File: src/rtl/sqrt_prenorm_if.sv
// Operand/result handshake bundle for sqrt_prenorm.
//   in_valid/in_ready/a          : operand channel (upstream -> block)
//   out_valid/out_ready          : result channel (block -> downstream)
//   d/shift/zero                 : result payload, valid while out_valid=1
// modport slave  : the normalizer side
// modport master : the producer/consumer side driving it
interface sqrt_prenorm_if;
    logic        in_valid;
    logic        in_ready;
    logic [31:0] a;
    logic        out_valid;
    logic        out_ready;
    logic [31:0] d;
    logic [3:0]  shift;
    logic        zero;

    modport slave (
        input  in_valid, a, out_ready,
        output in_ready, out_valid, d, shift, zero
    );

    modport master (
        output in_valid, a, out_ready,
        input  in_ready, out_valid, d, shift, zero
    );
endinterface

File: src/rtl/sqrt_prenorm.sv
// Operand pre-normalizer for the Newton-Raphson square-root core.
// Shifts a 32-bit unsigned operand left by whole bit-pairs until
// d[31:30] != 0, so that sqrt(a) = sqrt(d) * 2^(16 - shift).
// Ports:
//   clk   : rising-edge clock
//   clrn  : asynchronous active-low reset
//   bus   : sqrt_prenorm_if.slave (in_valid/in_ready/a, out_valid/out_ready,
//           d/shift/zero)
// Parameter PAIRS_PER_CYCLE (1 or 2) sets how many bit-pairs one SHIFT
// cycle may consume.
//
// state | meaning
// ------+-------------------------------------------------------------
// IDLE  | ready for an operand (in_ready=1)
// SHIFT | normalizing; one step of up to PAIRS_PER_CYCLE pairs per cycle
// DONE  | result held on d/shift/zero with out_valid=1 until out_ready
module sqrt_prenorm #(
    parameter int PAIRS_PER_CYCLE = 1
) (
    input  logic          clk,
    input  logic          clrn,
    sqrt_prenorm_if.slave bus
);

    if (PAIRS_PER_CYCLE != 1 && PAIRS_PER_CYCLE != 2) begin : g_param_check
        $error("sqrt_prenorm: PAIRS_PER_CYCLE must be 1 or 2");
    end

    typedef enum logic [1:0] {
        IDLE  = 2'd0,
        SHIFT = 2'd1,
        DONE  = 2'd2
    } state_t;

    state_t      state_q, state_d;
    logic [31:0] d_q, d_d;
    logic [3:0]  cnt_q, cnt_d;
    logic        zero_q, zero_d;
    logic        accept;
    logic        two_pairs;

    assign accept = bus.in_valid && (state_q == IDLE);

    // A double step is only taken when both leading pairs are zero, so the
    // shift never pushes a set bit out of bit 31 and count tops out at 15.
    assign two_pairs = (PAIRS_PER_CYCLE == 2) && (d_q[31:28] == 4'b0000);

    always_ff @(posedge clk or negedge clrn) begin
        if (!clrn) begin
            state_q <= IDLE;
            d_q     <= 32'd0;
            cnt_q   <= 4'd0;
            zero_q  <= 1'b0;
        end else begin
            state_q <= state_d;
            d_q     <= d_d;
            cnt_q   <= cnt_d;
            zero_q  <= zero_d;
        end
    end

    always_comb begin
        state_d = state_q;
        d_d     = d_q;
        cnt_d   = cnt_q;
        zero_d  = zero_q;
        case (state_q)
            IDLE: begin
                // Operand is only looked at on acceptance, so an X on `a`
                // while in_valid=0 never reaches the registers.
                if (accept) begin
                    d_d     = bus.a;
                    cnt_d   = 4'd0;
                    zero_d  = (bus.a == 32'd0);
                    state_d = (bus.a == 32'd0) ? DONE : SHIFT;
                end
            end
            SHIFT: begin
                if (d_q[31:30] != 2'b00) begin
                    state_d = DONE;
                end else if (two_pairs) begin
                    d_d   = {d_q[27:0], 4'b0000};
                    cnt_d = cnt_q + 4'd2;
                end else begin
                    d_d   = {d_q[29:0], 2'b00};
                    cnt_d = cnt_q + 4'd1;
                end
            end
            DONE: begin
                if (bus.out_ready) begin
                    state_d = IDLE;
                end
            end
            default: begin
                state_d = IDLE;
            end
        endcase
    end

    assign bus.in_ready  = (state_q == IDLE);
    assign bus.out_valid = (state_q == DONE);
    assign bus.d         = d_q;
    assign bus.shift     = cnt_q;
    assign bus.zero      = zero_q;

endmodule
File: src/flat_wrapper.sv
// flat-port wrapper written by rule: the top's interface ports become plain ports
module sqrt_prenorm_flat 
#(
    parameter int PAIRS_PER_CYCLE = 1
)
  (clk, clrn, bus_in_valid, bus_a, bus_out_ready, bus_in_ready, bus_out_valid, bus_d, bus_shift, bus_zero);
  sqrt_prenorm_if bus_i ();
  input  logic clk;
  input  logic clrn;
  input wire logic [$bits(bus_i.in_valid)-1:0] bus_in_valid;
  input wire logic [$bits(bus_i.a)-1:0] bus_a;
  input wire logic [$bits(bus_i.out_ready)-1:0] bus_out_ready;
  output wire logic [$bits(bus_i.in_ready)-1:0] bus_in_ready;
  output wire logic [$bits(bus_i.out_valid)-1:0] bus_out_valid;
  output wire logic [$bits(bus_i.d)-1:0] bus_d;
  output wire logic [$bits(bus_i.shift)-1:0] bus_shift;
  output wire logic [$bits(bus_i.zero)-1:0] bus_zero;
  assign bus_i.in_valid = bus_in_valid;
  assign bus_i.a = bus_a;
  assign bus_i.out_ready = bus_out_ready;
  assign bus_in_ready = bus_i.in_ready;
  assign bus_out_valid = bus_i.out_valid;
  assign bus_d = bus_i.d;
  assign bus_shift = bus_i.shift;
  assign bus_zero = bus_i.zero;
  sqrt_prenorm #(.PAIRS_PER_CYCLE(PAIRS_PER_CYCLE)) u_core (.clk(clk), .clrn(clrn), .bus(bus_i));
endmodule
File: config.mk
export PLATFORM = sky130hd
export DESIGN_NAME = sqrt_prenorm_flat
export DESIGN_NICKNAME = d
export VERILOG_FILES = /design/src/rtl/sqrt_prenorm_if.sv /design/src/rtl/sqrt_prenorm.sv /design/src/flat_wrapper.sv
export SDC_FILE = /design/constraint.sdc
export NUM_CORES = 1
export LEC_CHECK = 0
export BUFFER_PORTS_ARGS = -buffer_cell sky130_fd_sc_hd__buf_2
export CAP_MARGIN = 20
export CORE_MARGIN = 4
export CORE_UTILIZATION = 35
export DETAILED_ROUTE_END_ITERATION = 12
export GPL_ROUTABILITY_DRIVEN = 0
export PLACE_DENSITY = 0.59
export SLEW_MARGIN = 20
export SYNTH_ARGS = -nofsm -noshare
export SYNTH_HDL_FRONTEND = slang
export SYNTH_SLANG_ARGS = --single-unit
export TNS_END_PERCENT = 1
File: constraint.sdc
create_clock -name clk -period 1.7 [get_ports clk]
set_input_delay 0.425 -clock clk [delete_from_list [all_inputs] [get_ports clk]]
set_output_delay 0.425 -clock clk [all_outputs]
set_load 0.02 [all_outputs]
Word-level counts from Yosys, hierarchy flattened:

Index checks and enable logic that the tools add are counted.

* multiplexer cells: 11
* shift operators: 0
* $add $sub $neg: 1
* divide/modulo/power cells: 0
* reduce and logical (&&, ||, !) cells: 8
* bitwise gates (word level): 0
* $lt $le $gt $ge: 0
* multipliers: 0
* equal/unequal tests: 6

Operators by type and width (count)
* two-way mux 32 bit: 2
* one-hot mux 32 bit (2 select lines): 1
* zero test 32 bit: 1
* two-way mux 2 bit: 4
* two-way mux 4 bit: 2
* one-hot mux 4 bit (2 select lines): 1
* one-hot mux 2 bit (3 select lines): 1
* AND reduction 3 bit: 2
* adder 4 x 1 -> 4 bit, second input constant: 1
* inequality test 2 x 1 -> 1 bit, second input constant: 2
* inequality test 2 bit, second input constant: 2
* nonzero test 2 bit: 2
* equality test 2 x 1 -> 1 bit, second input constant: 1
* equality test 2 bit, second input constant: 1
* zero test 2 bit: 1
* AND reduction 2 bit: 1
* logical AND 1 bit: 1

* ROM bits: 0
* input port bits: 36
* latch bits: 0
* memory bits (writable): 0
* memories: 0
* logic and storage cells: 30
* output and inout port bits: 39
* register bits after elaboration: 39

Depth between registers and ports, before layout:

Gate-level depths: netlist of run 1.

* depth in word-level cells: 4
* depth in mapped cells: 6
* gate-level depth less buffers: 4

Worst setup path before layout of run 1:

OpenSTA, ideal clock, no wires.

* kind: reg-to-reg
* start: register u_core.d_q[31], in the netlist u_core.bus.d[31]
* end: register u_core.d_q[27], in the netlist u_core.bus.d[27]
* path buffers: 1
* stages on the path, launching flop included: 5
* data required time: 1.580 ns
* path slack: 0.236 ns
* period minus slack after synthesis: 1.464 ns
* arrival: 1.344 ns
* library setup time: 0.120 ns
* cells stage by stage: dfrtp_1 > or4b_4 > buf_6 > o22ai_2 > nor2_1

* word-level cells in the longest chain between the ends: 3

RTL lines
* from (decl): RTL line sqrt_prenorm.sv:36 `logic [31:0] d_q, d_d;`
* from (signal assigned): RTL line sqrt_prenorm.sv:51 `d_q <= 32'd0;`
* from (signal assigned): RTL line sqrt_prenorm.sv:56 `d_q <= d_d;`
* nonzero test 2 bit: RTL line sqrt_prenorm.sv:79 `if (d_q[31:30] != 2'b00) begin`
* inequality test 2 bit (no source line)
* AND reduction 3 bit (no source line)

No other way between the ends.
A chain may end at the register's enable or synchronous reset.

Worst setup path in the final report of run 1:

* start: register u_core.state_q[1]
* end: output port bus_out_valid

* word-level cells in the longest chain between the ends: 1

RTL lines
* from (decl): RTL line sqrt_prenorm.sv:35 `state_t state_q, state_d;`
* from (signal assigned): RTL line sqrt_prenorm.sv:55 `state_q <= state_d;`
* equality test 2 bit: RTL line sqrt_prenorm.sv:101 `assign bus.out_valid = (state_q == DONE);`
* to (decl): RTL line flat_wrapper.sv:14 `output wire logic [$bits(bus_i.out_valid)-1:0] bus_out_valid;`

No other way between the ends.

==> results.ini, run 1 <==
[status]
outcome = finished clean

[global_routing]
grtUsageTotal_pct = 15.0
antenna_found_initial = 0
overflow = 0
grt_max_degree = 31
grt_pass1_wl_um = 8310
grt_pass1_vias = 1700

[floorplanning]
dieArea_um2 = 6910
row_count = 27
core_um2 = 5470
initial_core_util_pct = 36.1
ios = 75
die_x_um = 83.1
die_h_um = 83.1

[timing]
rsz0062_at_grt = no
finalClockSkew_ns = 0.00586
slew_viol_final = 0
tightest_slew_ns = 0.613
hold_viol_final = 0
clock.fmax_mhz = 602
setup_violations = 0
fin_ws_ns = 0.0400
period_needed_ns = 1.66
max_slew_margin_pct = 59.1
final.period_utilization_pct = 97.6
setup_tns_ns = 0

[cells_and_area]
seqCellArea_um2 = 976
num-fill-cells = 557
area_growth_pct = 29.9
layout_common_cells = buf_2 (74), dfrtp_1 (39), nand2_1 (28)
multi_input_area_um2 = 888
n_antenna_cell = 0
instances_no_fill = 338
final_common_cell = buf_2
final_area_um2 = 2560
drive_gt1_share_pct = 41.0
nNetsFinal = 302

[critical_path]
crit_arrival_ns = 1.24
critPathKind = reg -> out
crit_path_start_kind = flop
required_ns = 1.27
path_cells = buf_4 -> and2b_1 -> buf_2
critPathMaxStageDelay_ns = 0.45
cp_max_fo = 6
r2r_start = u_core.state_q[1]
endpoint_kind = output pin
ff2ff_path_depth = 4
r2r_end = u_core.bus.shift[1]
slowest_stage = dfrtp_1
r2r_slack_ns = 0.10

[clocking]
cts_setup_buffers = 0
clock_sinks = 39
root_buffer = clkbuf_8
clkLatencyLatePin_ns = 0.29
numCtsBuffers = 5
htree_levels = 2
clkTransAtPathRegs_ns = 0.08
cts.repair.resized = 0
cts_hold_buf = 0
tritoncts = yes
cts_buffer_depth = 2

[yosys]
ys_seq_elements = 39
synth_adder_area_share_pct = 0.634
synth_xor_xnor_area_share_pct = 0.887
synthMuxAreaShare_pct = 12.7
synth_seq_area_share_pct = 49.4
synth_compound_area_share_pct = 13.6
synth_cells = 181
synthesis.area_um2 = 1970
avgSynthCellArea_um2 = 10.9
ys_types = 30
synth_top_family_by_area = simple AND/OR/NAND/NOR gates
yosysWarningCount = 0
yosys.area_share.simple_pct = 16.9
syn_nets = 218

[route]
wirelength_um = 4990
via_count = 1660
ant_nets = 0
drt_iter0_markers = 58
drt-pass1-iter-count = 4
drc = 0
viasPerCell = 4.91
routedWlPerCell_um = 14.8

[power_and_ir_drop]
peakVddDrop_mv = 0.706
pwr_density_cell_nw_per_um2 = 1930
p_leak_nw = 1.25
p_total_mw = 4.95

[place]
place_area_um2 = 2480
pre_cts_slack_ns = -0.0138
dp_hpwl_um = 3790
placed_cells = 329
port_buffers = 74

[worst_hold_path]
min_path_type = in -> async

[flow_run]
drv_cap = 0

==> where the power goes <==
part / total [mW] / switching (mW) / internal [mW]
Combinational: 2.65 / 1.54 / 1.11
Clock: 0.610 / 0.322 / 0.288
Sequential: 1.68 / 0.349 / 1.34
Total: 4.95 / 2.21 / 2.73
==> registers in the layout, indices dropped and copies added, names as in the netlist <==
signal and flops:
u_core.bus.d 32, u_core.bus.shift 4, u_core.state_q 2, u_core.bus.zero 1
==> how the worst max path moves through the flow <==
stage / from / to / cells after the start
CTS: u_core.state_q[1] / bus_out_valid / 3
global route: u_core.state_q[0] / bus_out_valid / 3
finish: u_core.state_q[1] / bus_out_valid / 3
detailed placement: bus_in_valid / u_core.bus.d[4] / 6
global placement: bus_in_valid / u_core.bus.d[19] / 4
floorplan: u_core.bus.d[31] / u_core.bus.d[27] / 4
==> layout make-up <==
class                           instances  area share (%)
Sequential cell                        39            38.0
Multi-Input combinational cell        131            34.6
Timing Repair Buffer                   87            20.5
Tap cell                               72            3.51
Clock buffer                            7            2.98
Clock inverter                          1           0.195
Inverter                                1           0.146
==> logic make-up (layout without fill, tap and decap cells) <==
group | Yosys count | after routing
AOI/OAI and AO/OA | 39 | 39
xor gates and xnor gates | 2 | 2
adders and majority gates | 1 | 1
buffers and inverters | 12 | 96
DFF | 39 | 39
muxes | 25 | 25
and+or+nand+nor | 63 | 64
==> per-stage QoR <==
step | hold slack [ns] | util [%]
after CTS | 0.0658 | 46.8
after global placement | 0.383 | 44.8
after global routing | 0.0774 | 46.9
after floorplan | 0.129 | -
final | 0.0518 | 46.9
after detailed placement | 0.381 | 45.3
==> worst max-delay path: cells and delay by family (launching register included) <==
family | cells | cell delay, ns
flops | 1 | 0.45
buf+inv | 2 | 0.34
simple gates | 1 | 0.16
==> cells in the mapped netlist, drive strengths merged <==
cell type | instances | share of area [%]
inv | 1 | 0.19
a31oi | 1 | 0.32
nor3 | 1 | 0.25
nor3b | 1 | 0.63
nor2 | 15 | 3.2
or4b | 1 | 0.70
ha | 1 | 0.63
mux2i | 25 | 13
buf | 11 | 5.7
nor4b | 1 | 1.2
nor2b | 1 | 0.32
o22ai | 3 | 1.9
nor4 | 8 | 2.5
and2b | 2 | 0.76
o31ai | 1 | 0.38
nand4 | 3 | 0.95
o21ai | 27 | 8.2
or3b | 1 | 0.44
nand2 | 29 | 5.9
o32a | 1 | 0.51
a22o | 3 | 1.3
xor2 | 2 | 0.89
a21oi | 2 | 0.51
a2bb2oi | 1 | 0.44
dfrtp | 39 | 49
==> metal layers <==
metal	vias to the layer above	GRT usage [%]	part of all wire, %
li1	816	-	-
met3	5	4.66	5.6
met1	790	19.4	46
met2	49	23.7	47
met4	0	4.90	1.4
met5	-	0	0
Note: power is estimated with default switching activity, not from simulation.
==> run 2: changes to the inputs <==
CORE_UTILIZATION = 30   (was 35)
PLACE_DENSITY = 0.52   (was 0.59)
==> run 2 against run 1 <==
Effect of this change:
- worst hold slack better by 0.33 ns
- clock power grew 32%
- worst setup slack improved by 0.087 ns
- first-iteration DRC count shrank 28%
==> results.ini, run 2 (synthesis results as in run 1) <==
[clocking]
root_buffer = clkbuf_8
htree_levels = 2
tritoncts = yes
clock_sinks = 39
numCtsBuffers = 5
cts.repair.resized = 0
cts_buffer_depth = 2
clkTransAtPathRegs_ns = 0.08
clkLatencyLatePin_ns = 0.29

[place]
port_buffers = 74
pre_cts_slack_ns = 0.0574
dp_hpwl_um = 3980

[power_and_ir_drop]
switching_power_mw = 2.17
p_leak_nw = 1.24
pwr-share-comb_pct = 49.8
seqPwrFrac_pct = 34.2
pwr-share-clk_pct = 16.1
sw_frac_of_total_pct = 43.3
p_total_mw = 5.02
intPower_mw = 2.84
pwr_density_cell_nw_per_um2 = 1960
peakVddDrop_mv = 0.893

[critical_path]
ff2ff_path_depth = 4
crit_arrival_ns = 1.15
cp_max_fo = 9
required_ns = 1.27
crit_path_start_kind = flop
endpoint_kind = output pin
critPathKind = reg -> out

[timing]
clock.fmax_mhz = 636
setup_violations = 0
slew_viol_final = 0
setup_tns_ns = 0
fin_ws_ns = 0.127
tightest_slew_ns = 0.489
finalClockSkew_ns = 0.00853
max_slew_margin_pct = 67.1
final.period_utilization_pct = 92.5
whs_ns = 0.382
rsz0062_at_grt = no
period_needed_ns = 1.57
hold_viol_final = 0

[route]
drt-pass1-iter-count = 3
viasPerCell = 4.65
drc = 0
wirelength_um = 5000
drt_iter0_markers = 42
via_count = 1577
routedWlPerCell_um = 14.7
ant_nets = 0

[cells_and_area]
area_growth_pct = 29.7
n_antenna_cell = 0
drive_gt1_share_pct = 40.5
utilization_pct = 40.1
layout_common_cells = buf_2 (74), dfrtp_1 (39), nand2_1 (28)
nNetsFinal = 298
final_common_cell = buf_2
seqCellArea_um2 = 976
multi_input_area_um2 = 882
num-fill-cells = 635
largest_reg_flops = 32

[floorplanning]
ios = 75
die_h_um = 89.1
die_x_um = 89.1
initial_core_util_pct = 30.9
dieArea_um2 = 7940
core_um2 = 6390
row_count = 29

[global_routing]
grt_max_degree = 35
grtUsageTotal_pct = 13.4
antenna_found_initial = 0
overflow = 0
grt_pass1_wl_um = 8060
grt_pass1_vias = 1574

[worst_hold_path]
min_path_type = in -> reg
hold_depth = 2

[status]
outcome = finished clean

[flow_run]
drv_cap = 0

[run 2: changes by cell type in the layout (fill, tap and decap cells not counted)]
cell / change
buf_4: -3
clkbuf_8: +1
dlygate4sd3_1: +1
bufinv_16: +1
nor2_2: -1
clkbuf_1: -2
buf_16: -1
[run 2: critical path, cell delays in order (launching register included)]
cell and delay (ns):
dfrtp_1 0.53, and2b_1 0.18, buf_2 0.16
[run 2: path summary, 6_finish.rpt]
kind | startpoint | slack, ns | to
max in group asynchronous | clrn | 0.66 | u_core.bus.d[9]
min in group asynchronous | clrn | 0.53 | u_core.bus.d[29]
worst min-delay path | bus_a[1] | 0.38 | u_core.bus.d[1]
worst min register to register | u_core.bus.zero | 0.49 | u_core.bus.zero
worst max-delay path | u_core.state_q[1] | 0.13 | bus_out_valid
worst max register to register | u_core.state_q[1] | 0.18 | u_core.bus.d[27]
[run 2: repair_timing]
item | 4_1_cts | 5_1_grt
hold buffers | 1 | 0
buffers inserted | 0 | 0
hold endpoints to repair | 6 | 0
[run 2: power by group through the flow]
stage               Clock, mW  Combinational [mW]  Sequential (mW)
finish                  0.806                2.50             1.71
global route            0.879                2.75             1.79
CTS                     0.824                2.55             1.73
detailed placement          0                2.54             1.75
global placement            0                2.53             1.75
floorplan                   0                1.41             2.11
[run 2: per-layer routing]
| layer | global-route usage [%] | vias up | wire length, um |
|---|---|---|---|
| met5 | 0 | - | 0 |
| met4 | 3.65 | 0 | 56 |
| met3 | 2.95 | 5 | 254 |
| met2 | 21.8 | 40 | 2370 |
| met1 | 17.9 | 728 | 2320 |
| li1 | - | 804 | - |
[run 2: per-stage QoR]
step                instances  area [um2]
detailed placement        330        2430
CTS                       339        2560
global route              339        2560
global placement          330        2430
floorplan                 181        1970
finish                    339        2560
[run 2: layout make-up]
type | count | area share [%]
Timing Repair Buffer | 84 | 19.0
Inverter | 1 | 0.147
Tap cell | 77 | 3.76
Multi-Input combinational cell | 130 | 34.4
Clock inverter | 2 | 1.37
Sequential cell | 39 | 38.1
Clock buffer | 6 | 3.22
